[config.mk]
export PLATFORM = sky130hd
export DESIGN_NAME = rf_wb_ctrl
export DESIGN_NICKNAME = d
export VERILOG_FILES = /design/src/rtl/rf_ctrl_pkg.sv /design/src/rtl/rf_scoreboard.sv /design/src/rtl/rf_wb_ctrl.sv
export SDC_FILE = /design/constraint.sdc
export NUM_CORES = 1
export LEC_CHECK = 0
export ABC_AREA = 1
export CAP_MARGIN = 20
export CELL_PAD_IN_SITES_DETAIL_PLACEMENT = 1
export CELL_PAD_IN_SITES_GLOBAL_PLACEMENT = 1
export CORE_MARGIN = 4
export CORE_UTILIZATION = 35
export CTS_CLUSTER_DIAMETER = 60
export DETAILED_ROUTE_END_ITERATION = 12
export GPL_TIMING_DRIVEN = 0
export HOLD_SLACK_MARGIN = 0.12
export PLACE_DENSITY_LB_ADDON = 0.1
export REMOVE_ABC_BUFFERS = 1
export SETUP_SLACK_MARGIN = 0.15
export SKIP_LAST_GASP = 1
export SYNTH_ARGS = -nofsm -noshare
export SYNTH_HDL_FRONTEND = slang
export SYNTH_HIERARCHICAL = 1
export SYNTH_SLANG_ARGS = --single-unit
export TNS_END_PERCENT = 20
[constraint.sdc]
create_clock -name clk -period 3.2 [get_ports clk]
set_input_delay 0.64 -clock clk [delete_from_list [all_inputs] [get_ports clk]]
set_output_delay 0.64 -clock clk [all_outputs]
set_load 0.02 [all_outputs]
[src/rtl/rf_ctrl_pkg.sv]
// Shared types and sizing for the register-file writeback controller.
package rf_ctrl_pkg;

    localparam int XLEN   = 32;
    localparam int NREG   = 32;
    localparam int REG_AW = 5;
    localparam int CNT_W  = 2;

    // A register may have at most this many writes in flight.
    localparam logic [CNT_W-1:0] CNT_MAX = {CNT_W{1'b1}};

    // One writeback request as seen by the arbiter.
    typedef struct packed {
        logic [REG_AW-1:0] rd;
        logic [XLEN-1:0]   data;
    } wb_req_t;

    // Round-robin pointer: which requester wins when both are valid.
    typedef enum logic {
        PRIO_LD = 1'b0,
        PRIO_EX = 1'b1
    } prio_e;

endpackage

[src/rtl/rf_scoreboard.sv]
// Per-register pending-write counters: issue throttling, RAW busy lookups
// and a sticky error flag for writes nobody was waiting for.
module rf_scoreboard
    import rf_ctrl_pkg::*;
(
    input  logic              clk,
    input  logic              rst_n,
    input  logic              issue_valid,
    input  logic [REG_AW-1:0] issue_rd,
    output logic              issue_ready,
    input  logic              commit_valid,
    input  logic [REG_AW-1:0] commit_rd,
    input  logic [REG_AW-1:0] rs1_addr,
    input  logic [REG_AW-1:0] rs2_addr,
    output logic              rs1_busy,
    output logic              rs2_busy,
    output logic              sb_err
);

    // Entry 0 is held at reset value forever, so x0 is never busy.
    logic [NREG-1:0][CNT_W-1:0] cnt;
    logic [NREG-1:0]            inc_vec;
    logic [NREG-1:0]            dec_vec;
    logic                       issue_fire;

    // Issue stalls only when its destination counter is saturated.
    always_comb begin
        issue_ready = (issue_rd == '0) || (cnt[issue_rd] != CNT_MAX);
        issue_fire  = issue_valid && issue_ready && (issue_rd != '0);
    end

    // Hazard lookups are purely combinational on the live counters.
    always_comb begin
        rs1_busy = (cnt[rs1_addr] != '0);
        rs2_busy = (cnt[rs2_addr] != '0);
    end

    // One-hot decode of the increment and decrement targets.
    always_comb begin
        inc_vec = '0;
        dec_vec = '0;
        for (int i = 1; i < NREG; i++) begin
            inc_vec[i] = issue_fire   && (issue_rd  == REG_AW'(i));
            dec_vec[i] = commit_valid && (commit_rd == REG_AW'(i));
        end
    end

    // Counter update; a simultaneous issue and commit to one register cancel.
    // A decrement at zero is absorbed (counter stays 0) and flagged below.
    always_ff @(posedge clk or negedge rst_n) begin
        if (!rst_n) begin
            cnt <= '0;
        end else begin
            for (int i = 1; i < NREG; i++) begin
                if (inc_vec[i] && !dec_vec[i])
                    cnt[i] <= cnt[i] + CNT_W'(1);
                else if (dec_vec[i] && !inc_vec[i] && (cnt[i] != '0))
                    cnt[i] <= cnt[i] - CNT_W'(1);
            end
        end
    end

    // Sticky: a write landed on a register with no outstanding issue.
    always_ff @(posedge clk or negedge rst_n) begin
        if (!rst_n)
            sb_err <= 1'b0;
        else if (commit_valid && (commit_rd != '0) && (cnt[commit_rd] == '0))
            sb_err <= 1'b1;
    end

endmodule

[src/rtl/rf_wb_ctrl.sv]
// Writeback controller: round-robin arbitration between execute and load
// writebacks, a one-entry registered write stage feeding the register file,
// and the pending-write scoreboard.
module rf_wb_ctrl
    import rf_ctrl_pkg::*;
(
    input  logic              clk,
    input  logic              rst_n,

    input  logic              issue_valid,
    input  logic [REG_AW-1:0] issue_rd,
    output logic              issue_ready,

    input  logic              ex_valid,
    input  logic [REG_AW-1:0] ex_rd,
    input  logic [XLEN-1:0]   ex_data,
    output logic              ex_ready,

    input  logic              ld_valid,
    input  logic [REG_AW-1:0] ld_rd,
    input  logic [XLEN-1:0]   ld_data,
    output logic              ld_ready,

    output logic              reg_we,
    output logic [REG_AW-1:0] rd_addr,
    output logic [XLEN-1:0]   rd_wdata,

    input  logic [REG_AW-1:0] rs1_addr,
    input  logic [REG_AW-1:0] rs2_addr,
    output logic              rs1_busy,
    output logic              rs2_busy,
    output logic              sb_err
);

    prio_e   prio;
    wb_req_t ex_req;
    wb_req_t ld_req;
    wb_req_t win_req;
    logic    xfer;
    logic    wr_fire;

    assign ex_req = '{rd: ex_rd, data: ex_data};
    assign ld_req = '{rd: ld_rd, data: ld_data};

    // Grants depend only on the valids and the pointer; the write stage
    // always accepts, so there is no downstream term.
    always_comb begin
        ex_ready = ex_valid && (!ld_valid || (prio == PRIO_EX));
        ld_ready = ld_valid && (!ex_valid || (prio == PRIO_LD));
        xfer     = ex_ready || ld_ready;
        win_req  = ex_ready ? ex_req : ld_req;
        // Writes to x0 are consumed but never reach the register file.
        wr_fire  = xfer && (win_req.rd != '0);
    end

    // Pointer flips to the other requester after every grant.
    always_ff @(posedge clk or negedge rst_n) begin
        if (!rst_n)
            prio <= PRIO_LD;
        else if (ex_ready)
            prio <= PRIO_LD;
        else if (ld_ready)
            prio <= PRIO_EX;
    end

    // Registered write stage; address and data hold when idle.
    always_ff @(posedge clk or negedge rst_n) begin
        if (!rst_n) begin
            reg_we   <= 1'b0;
            rd_addr  <= '0;
            rd_wdata <= '0;
        end else begin
            reg_we <= wr_fire;
            if (wr_fire) begin
                rd_addr  <= win_req.rd;
                rd_wdata <= win_req.data;
            end
        end
    end

    // The write stage output doubles as the scoreboard commit, so busy
    // clears at the same edge the register file takes the data.
    rf_scoreboard u_sb (
        .clk          (clk),
        .rst_n        (rst_n),
        .issue_valid  (issue_valid),
        .issue_rd     (issue_rd),
        .issue_ready  (issue_ready),
        .commit_valid (reg_we),
        .commit_rd    (rd_addr),
        .rs1_addr     (rs1_addr),
        .rs2_addr     (rs2_addr),
        .rs1_busy     (rs1_busy),
        .rs2_busy     (rs2_busy),
        .sb_err       (sb_err)
    );

endmodule

## Word level (Yosys, flattened, before mapping)

Index checks and enable logic that the tools add are counted.

- Add/sub/neg operators: 62
- $lt $le $gt $ge: 4
- Equal/unequal tests: 63
- Mux-type cells: 73
- Bitwise logic cells: 1
- Reduce and logical (&&, ||, !) cells: 300

Operators by type and width:

| kind | number |
|---|---|
| 1-bit logical AND | 162 |
| 5-bit equality test (second input constant) | 32 |
| 2-bit two-way mux | 66 |
| 2-bit nonzero test | 65 |
| 5-bit by 4-bit equality test with 1-bit output (second input constant) | 16 |
| 1-bit logical NOT | 64 |
| 2-bit by 1-bit adder with 2-bit output (second input constant) | 31 |
| 2-bit by 1-bit subtractor with 2-bit output (second input constant) | 31 |
| 2-bit binary-select mux with 5-bit select | 4 |
| 5-bit by 3-bit equality test with 1-bit output (second input constant) | 8 |
| 37-bit two-way mux | 1 |
| 5-bit by 6-bit < comparator with 1-bit output (second input constant) | 4 |
| 5-bit by 2-bit equality test with 1-bit output (second input constant) | 4 |
| 5-bit nonzero test | 3 |
| 5-bit by 1-bit equality test with 1-bit output (second input constant) | 2 |
| 5-bit logical NOT | 1 |
| 1-bit logical OR | 4 |
| 2-bit logical NOT | 1 |
| 1-bit two-way mux | 2 |
| 2-bit != test (second input constant) | 1 |
| 1-bit inverter | 1 |

- Register bits: 102
- Input port bits: 94
- Output and inout port bits: 44
- Logic and storage cells: 539

## Longest topological paths before layout

- Word-level depth: 12
- Depth in mapped cells: 19
- Mapped depth without buffers: 17

## By module

The synthesis kept the hierarchy.

Modules (own cells, without submodules):

| module | instances | cells each | area each (sq um) | seq. area each (sq um) |
|---|---|---|---|---|
| rf_scoreboard | 1 | 964 | 5,619.1 | 1,576.5 |
| rf_wb_ctrl | 1 | 311 | 2,142.1 | 975.9 |

## Worst setup path before layout

Ideal clock, no wire load.

- Path type: in2out
- Start point: input port rs1_addr[1]
- End point: output port rs1_busy
- Data arrival time: 1.972 ns
- Data required time: 2.560 ns
- Path slack: 0.588 ns
- Stages: 7
- Cells stage by stage: clkbuf_1 nand2_1 inv_1 nand2_1 nand2_1 o311a_1 o31ai_1

- Word-level cells in the longest chain between the ends: 3

RTL lines:

| what | RTL line | RTL |
|---|---|---|
| from (decl) | rf_wb_ctrl.sv:28 | `input logic [REG_AW-1:0] rs1_addr,` |
| 2-bit binary-select mux with 5-bit select | rf_scoreboard.sv:34 | `rs1_busy = (cnt[rs1_addr] != '0);` |
| 2-bit two-way mux (implied by the code) | rf_scoreboard.sv:34 |  |
| 2-bit nonzero test | rf_scoreboard.sv:34 |  |
| to (decl) | rf_wb_ctrl.sv:30 | `output logic rs1_busy,` |

No other way between the ends. The select of a mux whose other input is x is not followed.

## Worst setup path after layout

- Start point: input port rs2_addr[1]
- End point: output port rs2_busy

- Word-level cells in the longest chain between the ends: 3

RTL lines:

| what | RTL line | RTL |
|---|---|---|
| from (decl) | rf_wb_ctrl.sv:29 | `input logic [REG_AW-1:0] rs2_addr,` |
| 2-bit binary-select mux with 5-bit select | rf_scoreboard.sv:35 | `rs2_busy = (cnt[rs2_addr] != '0);` |
| 2-bit two-way mux (implied by the code) | rf_scoreboard.sv:35 |  |
| 2-bit nonzero test | rf_scoreboard.sv:35 |  |
| to (decl) | rf_wb_ctrl.sv:31 | `output logic rs2_busy,` |

No other way between the ends. The select of a mux whose other input is x is not followed.

==> out/results.txt <==
most common cell after layout, fill and taps aside: nand2_1
Congestion Overflow GR: 0
Critical Path End Type: output pin
ys flop type: dfrtp_1
worst r2r src: u_sb/cnt[2]$_DFFE_PN0P_
Yosys reg bits: 102
DRC violations left: 0
Layout area overhead: 26.9%
CP Cell Sequence: dlygate4sd2_1 -> nand2_2 -> inv_1 -> a221oi_1 -> a21oi_1 -> a21o_1 -> o21ai_1 -> clkdlybuf4s15_2
cts hold-fix bufs: 0
die area: 24600 um^2
Core Region: 21800 um^2
area leader, netlist: dfrtp_1
Worst VDD drop: 207 uV
CP max FO: 5
num rows: 54
clk buf depth: 2
most frequent cells in the layout: 481 x nand2_1, 157 x nand3_1, 142 x inv_1
layout cells sized above 1: 5.89%
Yosys warning count: 10
vias in the first global route: 9164
critical setup path kind: input port to output pin
Syn Std Cell Area: 7760 um^2
DP HPWL: 21900 um
HP Class: input port to async pin
sequential area share after synthesis: 32.9%
ANT cells: 0
global-route wire length before repair: 48700 um
RSZ-0062 raised after global routing: true
Tot Pwr: 0.00595 W
initial antenna violation count: 3
Clock Skews: 0.0153 ns
CTS Sinks: 102
post-layout min period: 3.02 ns
Worst-Margin Slew: 0.846 ns
initial core utilization: 35.6%
Rel. slew slack: 43.5%
RR Endpoint: u_sb/cnt[24]$_DFFE_PN0P_
Post-synth EDFFs: 0
I/O Buffers: 137
Setup violations, final: 0
Worst Setup Start Kind: input port
Post-Route WL: 30700 um
Critical Path RT: 2.56 ns
Max Cap Viol: 0
Cells after Synth: 1275
CP max stage cell: dlygate4sd2_1
Final Hold Fails: 0
CTS tree: yes
status: complete, no violations
final slew viol count: 0
Die Y: 157 um
Async SR Flop Fraction: 100%
TNS Setup: 0 ns
via count: 8977
routed length per placed instance: 18.3 um
Total GRT Usage: 25.1%
Pleak: 4.87 nW
vias per cell: 5.37
DR iter-0 viols: 445
Yosys cell types: 39
r2r setup slk: 0.56 ns
Yosys top cell area share: 32.9%
clk root buf: clkbuf_16
Placer Congestion: 0.907
# nets final: 1481
average cell area after synthesis: 6.09 um^2
DIE WIDTH: 157 um
Max Clock Freq: 0.331 GHz
FF-to-FF path depth: 13
CP peak stage delay: 0.32 ns
Crit path arrival time: 2.38 ns
CTS buffer count: 9
I/O pins: 138
largest cells by area after synthesis: dfrtp_1 33%, nand2_1 24%, nand3_1 10%, inv_1 7.1%, nor2_1 5.2%
PwrDens: 604 nW/um^2
CTS clk-pin slew, worst paths: 0.09 ns
period utilization: 94.3%
maximum number of pins on one net before global-route repair: 60
Clock Latency Late Sink: 0.37 ns
ANT nets after route: 0
CTS HTree Levels: 3
TritonRoute pass-1 iters: 5
-- area by class of cell --
type | instances | area (um^2)
fillers | 2908 | 12000
well taps | 280 | 350
clock inverters | 6 | 65.1
repair inverters | 1 | 5.00
multi-input cells | 974 | 4520
inverters | 152 | 586
flip-flops and latches | 102 | 2550
repair buffers | 147 | 1530
clock buffers | 10 | 239
-- synthesized netlist by cell type (7+ instances only) --
master,n
o22ai_1,7
nand2_1,490
o21ai_0,38
buf_2,16
nand4_1,43
nor2_1,107
nor3_1,32
clkbuf_1,17
dfrtp_1,102
o21ai_1,11
nand3_1,158
a22oi_1,7
inv_1,146
buf_4,7
a21oi_1,27
-- through the flow --
stage          hold WS (ns)  instance area [um^2]  utilization [%]  setup WS, ns  std cells
5_1_grt               0.226                  9850             45.1         0.102       1672
6_report              0.183                  9850             45.1         0.181       1672
3_3_place_gp          0.453                  9190             42.1         -3.90       1643
3_5_place_dp          0.461                  9280             42.5         -2.02       1646
4_1_cts               0.209                  9790             44.9        0.0185       1670
2_1_floorplan         0.344                  7470                -        0.0868       1226
-- metal layers --
layer  global-route usage, %  wire [um]  vias to the layer above  share of wire (%)
li1                        -          -                     4347                  -
met1                    31.3      12900                     4270                 42
met2                    41.8      14200                      295                 46
met3                    6.82       2610                       59                8.5
met4                    9.09        896                        6                2.9
met5                       0         44                        -               0.14
-- repair_timing --
| action | CTS | global route |
|---|---|---|
| setup endpoints to repair | 66 | 78 |
| setup buffers | 6 | 1 |
| pin swaps | 3 | 2 |
| resized for setup | 64 | 20 |
| cloned | 2 | 1 |
-- worst max-delay path: cells and delay by family --
kind,cells,cell delay (ns)
simple gates,1,0.17
buf+inv,3,0.74
compound gates,4,0.82
-- worst max path at each step --
stage,slack (ns),depth (start not counted),endpoint,start
2_1_floorplan,0.09,15,u_sb/cnt[24]$_DFFE_PN0P_,issue_rd[0]
3_3_place_gp,-3.90,16,u_sb/cnt[24]$_DFFE_PN0P_,issue_rd[0]
3_5_place_dp,-2.02,12,issue_ready,issue_rd[1]
4_1_cts,0.02,4,ex_ready,ex_valid
5_1_grt,0.10,10,rs2_busy,rs2_addr[1]
6_report,0.18,8,rs2_busy,rs2_addr[1]
-- sequential cells by signal, indices dropped and copies added, names as in the netlist --
signal and flops:
rd_wdata 32, rd_addr 5, u_sb/sb_err 1, reg_we 1
prio 1, u_sb/cnt 62
-- where the power goes --
part	leakage [nW]	total [W]	internal [W]	switching (W)
Clock	0.149	0.00116	0.000573	0.000587
Combinational	3.47	0.00260	0.000947	0.00165
Sequential	1.25	0.00219	0.00171	0.000479
Total	4.87	0.00595	0.00323	0.00272
-- cells by family (layout without fill, tap and decap cells) --
kind of cell,Yosys count,after routing,share of synthesized area [%]
compound gates,124,125,9.75
flops,102,102,32.9
buf+inv,201,316,11.1
simple gates,848,849,46.3
No activity file was read; power rests on OpenSTA's default activity.
